$ cat src/rtl/pipe_ctrl.sv
// pipe_ctrl: pipeline control unit for the five-stage Y86-64 pipeline.
// Owns the fetch predicted-PC register and generates the stall/bubble
// controls for the F/D/E/M/W pipeline registers. It detects load/use, ret
// and mispredict hazards and exception draining. A run/drain/halt FSM
// freezes the pipe on halt or error. The block also keeps saturating
// performance counters.
module pipe_ctrl #(
  parameter logic [63:0] RESET_PC = 64'd0,
  parameter int          CNT_W    = 32
) (
  input  logic             clk,
  input  logic             rst_n,
  input  logic [63:0]      f_predPC,
  output logic [63:0]      F_predPC,
  input  logic [3:0]       D_icode,
  input  logic [3:0]       E_icode,
  input  logic [3:0]       M_icode,
  input  logic [3:0]       E_dstM,
  input  logic [3:0]       d_srcA,
  input  logic [3:0]       d_srcB,
  input  logic             e_Cnd,
  input  logic [3:0]       m_stat,
  input  logic [3:0]       W_stat,
  output logic             F_stall,
  output logic             D_stall,
  output logic             W_stall,
  output logic             D_bubble,
  output logic             E_bubble,
  output logic             M_bubble,
  output logic             set_cc,
  output logic [1:0]       run_state,
  output logic [CNT_W-1:0] cycle_cnt,
  output logic [CNT_W-1:0] loaduse_cnt,
  output logic [CNT_W-1:0] mispred_cnt
);

  typedef enum logic [1:0] {
    RUN    = 2'b00,
    DRAIN  = 2'b01,
    HALTED = 2'b10,
    ERROR  = 2'b11
  } run_state_e;

  localparam logic [3:0] STAT_AOK = 4'b0001;
  localparam logic [3:0] STAT_HLT = 4'b0100;

  localparam logic [3:0] I_MRMOVQ = 4'd5;
  localparam logic [3:0] I_OPQ    = 4'd6;
  localparam logic [3:0] I_JXX    = 4'd7;
  localparam logic [3:0] I_RET    = 4'd9;
  localparam logic [3:0] I_POPQ   = 4'd11;
  localparam logic [3:0] REG_NONE = 4'hF;

  localparam logic [CNT_W-1:0] CNT_MAX = '1;
  localparam logic [CNT_W-1:0] CNT_ONE = CNT_W'(1);

  run_state_e state, state_next;

  logic active;
  logic m_exc;
  logic w_exc;
  logic w_hlt;
  logic loaduse;
  logic retp;
  logic mispred;

  // Hazard and status terms; hazards only exist while the pipe is running
  always_comb begin
    active  = (state == RUN) || (state == DRAIN);
    m_exc   = (m_stat != STAT_AOK);
    w_exc   = (W_stat != STAT_AOK);
    w_hlt   = (W_stat == STAT_HLT);
    loaduse = active && ((E_icode == I_MRMOVQ) || (E_icode == I_POPQ)) &&
              (E_dstM != REG_NONE) && ((E_dstM == d_srcA) || (E_dstM == d_srcB));
    retp    = active && ((D_icode == I_RET) || (E_icode == I_RET) || (M_icode == I_RET));
    mispred = active && (E_icode == I_JXX) && !e_Cnd;
  end

  // Run-state register
  always_ff @(posedge clk or negedge rst_n) begin
    if (!rst_n) begin
      state <= RUN;
    end else begin
      state <= state_next;
    end
  end

  // Next-state: writeback status outranks memory status, any non-halt
  // writeback exception (including malformed codes) is an error
  always_comb begin
    state_next = state;
    case (state)
      RUN, DRAIN: begin
        if (w_hlt) begin
          state_next = HALTED;
        end else if (w_exc) begin
          state_next = ERROR;
        end else if (m_exc && (state == RUN)) begin
          state_next = DRAIN;
        end
      end
      default: state_next = state;
    endcase
  end

  // Pipeline register controls, forced while in reset and frozen once stopped
  always_comb begin
    F_stall  = 1'b0;
    D_stall  = 1'b0;
    W_stall  = 1'b0;
    D_bubble = 1'b1;
    E_bubble = 1'b1;
    M_bubble = 1'b1;
    set_cc   = 1'b0;
    if (!rst_n) begin
      F_stall  = 1'b0;
    end else if (!active) begin
      F_stall  = 1'b1;
      D_stall  = 1'b1;
      W_stall  = 1'b1;
    end else begin
      F_stall  = loaduse | retp;
      D_stall  = loaduse;
      D_bubble = mispred | (retp & !loaduse);
      E_bubble = mispred | loaduse;
      M_bubble = m_exc | w_exc;
      W_stall  = w_exc;
      set_cc   = (E_icode == I_OPQ) & !m_exc & !w_exc;
    end
  end

  assign run_state = state;

  // Fetch predicted-PC register, advances only when fetch is not held
  always_ff @(posedge clk or negedge rst_n) begin
    if (!rst_n) begin
      F_predPC <= RESET_PC;
    end else if (active && !F_stall) begin
      F_predPC <= f_predPC;
    end
  end

  // Saturating performance counters, frozen outside RUN/DRAIN
  always_ff @(posedge clk or negedge rst_n) begin
    if (!rst_n) begin
      cycle_cnt   <= '0;
      loaduse_cnt <= '0;
      mispred_cnt <= '0;
    end else if (active) begin
      if (cycle_cnt != CNT_MAX) begin
        cycle_cnt <= cycle_cnt + CNT_ONE;
      end
      if (loaduse && (loaduse_cnt != CNT_MAX)) begin
        loaduse_cnt <= loaduse_cnt + CNT_ONE;
      end
      if (mispred && (mispred_cnt != CNT_MAX)) begin
        mispred_cnt <= mispred_cnt + CNT_ONE;
      end
    end
  end

endmodule

$ cat config.mk
export PLATFORM = sky130hd
export DESIGN_NAME = pipe_ctrl
export DESIGN_NICKNAME = d
export VERILOG_FILES = /design/src/rtl/pipe_ctrl.sv
export SDC_FILE = /design/constraint.sdc
export NUM_CORES = 1
export LEC_CHECK = 0
export ABC_AREA = 0
export BUFFER_PORTS_ARGS = -buffer_cell sky130_fd_sc_hd__buf_4
export CORE_MARGIN = 2
export CORE_UTILIZATION = 54
export CTS_CLUSTER_SIZE = 10
export DETAILED_ROUTE_END_ITERATION = 16
export PLACE_DENSITY = 0.88
export RECOVER_POWER = 25
export SYNTH_ARGS = -nofsm -noshare
export SYNTH_HDL_FRONTEND = slang
export SYNTH_SLANG_ARGS = --single-unit
$ cat constraint.sdc
create_clock -name clk -period 3.2 [get_ports clk]
set_clock_uncertainty 0.2 [all_clocks]
set_input_delay 0.48 -clock clk [delete_from_list [all_inputs] [get_ports clk]]
set_output_delay 0.48 -clock clk [all_outputs]
set_load 0.05 [all_outputs]
After elaboration in Yosys (flattened, before gate mapping)

Index checks and enable logic that the tools add are counted.

Add/subtract/negate cells: 3
Multiply operators: 0
Div/mod/pow operators: 0
$lt $le $gt $ge: 0
Eq/ne operators: 17
Shift operators: 0
Muxes and demuxes: 17
Bitwise operators: 7
Reductions and logical operators: 27

Operators with widths:

| cell                  | count |
|---|---|
| $add 32x1->32 const B | 3 |
| $ne 32x32->1 const B  | 3 |
| $eq 4x3->1 const B    | 4 |
| $eq 4x4->1 const B    | 4 |
| $mux 1                | 14 |
| $logic_and 1x1->1     | 10 |
| $eq 4x4->1            | 2 |
| $ne 4x1->1 const B    | 2 |
| $reduce_and 2->1      | 4 |
| $mux 2                | 3 |
| $logic_not 1->1       | 5 |
| $logic_or 1x1->1      | 5 |
| $ne 4x4->1 const B    | 1 |
| $or 1x1->1            | 4 |
| $and 1x1->1           | 3 |
| $reduce_bool 3->1     | 1 |
| $eq 2x1->1 const B    | 1 |
| $logic_not 2->1       | 1 |
| $reduce_or 2->1       | 1 |

Bits in registers: 162
Latch bits: 0
RAM bits: 0
Memory bits (read-only): 0
Input bits: 99
Output and inout bits: 169
Logic and storage cells: 76
Memories kept: 0

Depth between registers and ports, before layout

Word-level depth: 10
Depth in mapped cells: 7
Depth with buffers taken out: 6

Least setup slack after synthesis

OpenSTA, ideal clock, no wires.

Kind: in2out
Start: in W_stat[1]
End: out set_cc
Arrival time: 2.755 ns
Data required time: 2.520 ns
Slack: -0.235 ns
Stages on the path: 3
Path buffers: 0
Path through: nor4b_1 > nand3_1 > nor3b_1

Longest elaborated chain between the ends: 5

RTL lines:

| element            | line | text |
|---|---|---|
| start: declaration | 23   | `input logic [3:0] W_stat,` |
| $ne 4x1->1         | 71   | `w_exc = (W_stat != STAT_AOK);` |
| $logic_not 1->1    | 128  | `set_cc = (E_icode == I_OPQ) & !m_exc & !w_exc;` |
| $and 1x1->1        | 128  |  |
| $mux 1             | 117  | `end else if (!active) begin` |
| $mux 1             | 115  | `if (!rst_n) begin` |
| end: declaration   | 30   | `output logic set_cc,` |

No other way between the ends.

Final worst setup path

Start: in rst_n
End: out set_cc

Longest elaborated chain between the ends: 1

RTL lines:

| element            | line | text |
|---|---|---|
| start: declaration | 12   | `input logic rst_n,` |
| $mux 1             | 115  |  |

No other way between the ends.

==> run_results.csv <==
group,metric,value,unit
cts,clock_insertion_delay_worst_skew,430,ps
placed_design,portBuffers,267,
cts,cts_setup_buffers,0,
synthesis,synth-seq-cells,162,
synthesis,yosysWarnings,0,
cts,numClockSinks,162,
power_and_ir_drop,p_seq_share,43.9,%
power_and_ir_drop,ir_drop,0.3038,mV
grt,gr-total-overflow,0,
worst_hold_path,hp-class,"primary input to flip-flop",
drt,drt_pass1_iterations,5,
die,core,13350,um^2
run_status,status,"finished clean",
worst_setup_path,arrival,2080,ps
sta,finalHoldViolCount,0,
worst_setup_path,startpoint_type,"primary input",
cts,cts_hold_buffers,1,
die,initial_core_util,55.56,%
sta,slew_viol_final,0,
worst_setup_path,cpMaxStageDelayCell,"dlygate4sd3_1",
worst_setup_path,worst-path-buf-inv,3,
grt,grt_pass1_vias,6105,
synthesis,synth-seq-area-share,54.67,%
placed_design,hpwl,14000,um
flow_run,timing.max_cap.violations,0,
synthesis,ys.flop_type,"dfrtp_1",
die,die_h,121.2,um
cts,cts_max_path_buffers,2,
sta,fin_crit,2758,ps
power_and_ir_drop,net-switching-power,1.108,mW
grt,antenna_found_initial,0,
drt,wl_met2,10130,um
drt,drcViolationCount,0,
drt,antenna_left,0,
die,rows,42,
cts,cts_resized,0,
drt,initialDrtViolationCount,321,
power_and_ir_drop,power_frac_clock,47.9,%
drt,wl_per_cell,18.39,um
sta,worst_pin_slew,907.2,ps
power_and_ir_drop,p_leak,4.669,nW
power_and_ir_drop,power.internal,3.713,mW
cts,cts_htree_levels,4,
sta,max_slew_margin,39.52,%
worst_setup_path,cp.required,2520,ps
finish,fin_nets,984,
sta,setup_viol,0,
drt,vias,6007,
sta,clock.fmax,362.6,MHz
synthesis,synth.avg_cell_area,12.32,um^2
power_and_ir_drop,p_comb_share,8.3,%
drt,finalWirelength,19700,um
sta,fin_crit_sh,86.18,%
placed_design,dpl_worst_slack,470.0,ps
synthesis,syn_inst,602,
grt,grt_max_degree,74,
finish,diodes,0,
synthesis,synth_cell_types,55,
cts,root_buffer,"clkbuf_16",
die,ios,268,
finish,drive_above_1_share,30.28,%
drt,met1Wirelength,7573,um
placed_design,gp_congestion,0.8466,
drt,top_layer_used,"met4",
drt,wl_met3,1380,um
cts,cts_buffers,17,
finish,area_growth_syn_to_layout,33.68,%
sta,totalNegativeSetupSlack,0,ps
sta,rsz0062_at_grt,"false",
worst_setup_path,worstPathMaxFanout,25,
drt,post_drt_via_cell_ratio,5.609,
grt,track_usage,26.99,%
worst_setup_path,critPathMaxStageDelay,540,ps
synthesis,synth_edf_count,0,
worst_setup_path,critPathCaptureType,"output pin",
grt,grt_pass1_wl,30900,um
synthesis,synth_nets,704,
cts,cts_tree,"done",
sta,setup_slack,442.3,ps
power_and_ir_drop,p_per_area,486.3,nW/um^2
worst_setup_path,critPathTopFamily,"buffers and inverters",
die,die-area,14690,um^2
cts,clk_pin_slew_worst_paths,60,ps
power_and_ir_drop,swShare,22.98,%
synthesis,syn_area,7416,um^2
worst_setup_path,path_cells,"dlygate4sd3_1 > buf_6 > nor2b_1 > nand3_1 > nor3b_2 > buf_4",
die,die_w,121.2,um
worst_setup_path,path_class,"primary input to output pin",
synthesis,async_reset_ff_share,100.0,%
==> power by group through the flow <==
| stage | combinational [mW] | sequential, mW | clock [mW] |
|---|---|---|---|
| global placement | 0.429 | 2.15 | 0 |
| detailed placement | 0.439 | 2.15 | 0 |
| finish | 0.400 | 2.11 | 2.31 |
| global route | 0.423 | 2.12 | 2.42 |
| floorplan | 0.0584 | 2.30 | 0 |
| CTS | 0.441 | 2.12 | 2.33 |
==> final timing paths <==
path,slack [ps],start,depth (start not counted),to
max,440,rst_n,6,set_cc
min,70,f_predPC[30],2,F_predPC[30]
max reg2reg,650,cycle_cnt[0],6,cycle_cnt[30]
min reg2reg,290,F_predPC[57],1,F_predPC[57]
max in group asynchronous,1380,rst_n,3,F_predPC[45]
min in group asynchronous,260,rst_n,2,cycle_cnt[20]
==> placed cells by master, fill, tap and decap left out, drive strengths merged, types with 2 or more instances in the layout <==
master / instances
and3b: 2
o21a: 3
and2: 6
nand2: 36
nor4bb: 3
a211oi: 3
nand3: 37
inv: 7
nor4: 6
dfrtp: 162
a21oi: 5
nor2: 23
buf: 174
nand3b: 3
nor4b: 5
xnor2: 71
nor3: 16
clkinvlp: 4
and3: 18
mux2: 68
bufinv: 6
and4bb: 2
ha: 3
clkbuf: 124
nor2b: 3
and4: 8
o211ai: 3
xor2: 26
nand4: 48
nor3b: 3
nand4b: 4
==> per-layer routing <==
metal / GRT usage [%] / vias to the layer above
met3: 6.532 / 46
li1: - / 2746
met1: 31.37 / 2948
met2: 47.44 / 267
met5: 0 / -
met4: 11.71 / 0
==> per-stage QoR <==
step / area [um^2] / hold slack, ps / utilization, % / instances / total power [mW]
final: 9913 / 70.10 / 74.27 / 1071 / 4.821
after detailed placement: 9615 / 136.1 / 72.04 / 1038 / 2.591
after CTS: 10300 / 59.70 / 77.17 / 1071 / 4.887
after floorplan: 7421 / -15.59 / - / 602 / 2.357
after global routing: 9913 / 57.34 / 74.27 / 1071 / 4.960
after global placement: 9615 / 133.9 / 72.04 / 1038 / 2.578
==> Yosys cell counts, types with 3 or more instances <==
master | number | area [um^2]
and2_1 | 5 | 31.28
nor4b_1 | 5 | 43.79
nor4bb_1 | 3 | 30.03
buf_6 | 6 | 67.56
nor3_1 | 14 | 70.07
dfrtp_1 | 162 | 4054
inv_1 | 6 | 22.52
ha_1 | 3 | 37.54
nor2b_1 | 3 | 18.77
nand4_1 | 45 | 281.5
mux2_1 | 28 | 315.3
nand3_1 | 36 | 180.2
nand2_1 | 36 | 135.1
and4_1 | 7 | 61.31
and3_2 | 3 | 22.52
mux2_2 | 40 | 450.4
xnor2_1 | 71 | 621.9
nand4b_1 | 4 | 35.03
buf_2 | 8 | 40.04
nand3b_1 | 3 | 22.52
xor2_1 | 26 | 227.7
a211oi_2 | 3 | 37.54
nor2_1 | 22 | 82.58
o211ai_1 | 3 | 22.52
nor4_1 | 5 | 31.28
o21a_1 | 3 | 22.52
a21oi_1 | 4 | 20.02
and3_1 | 15 | 93.84
==> logic make-up after synthesis <==
kind of cell	share of synthesized area, %
DFF	54.67
buffers and inverters	2.058
xor gates and xnor gates	11.46
and+or+nand+nor	18.32
adders and majority gates	0.5062
AOI/OAI and AO/OA	2.666
muxes	10.33
==> flip-flops by register name, summed over array words and instances, names as in the netlist <==
register and count:
F_predPC 64, cycle_cnt 32, loaduse_cnt 32, mispred_cnt 32, run_state 2
==> cell type report <==
class	count	area, um^2
repair buffers	279	1727
multi-input cells	416	3216
flip-flops and latches	162	4054
clock buffers	20	446.7
well taps	176	220.2
fillers	928	3435
inverters	6	22.52
clock inverters	12	227.7
Note: power is estimated with default switching activity, not from simulation.
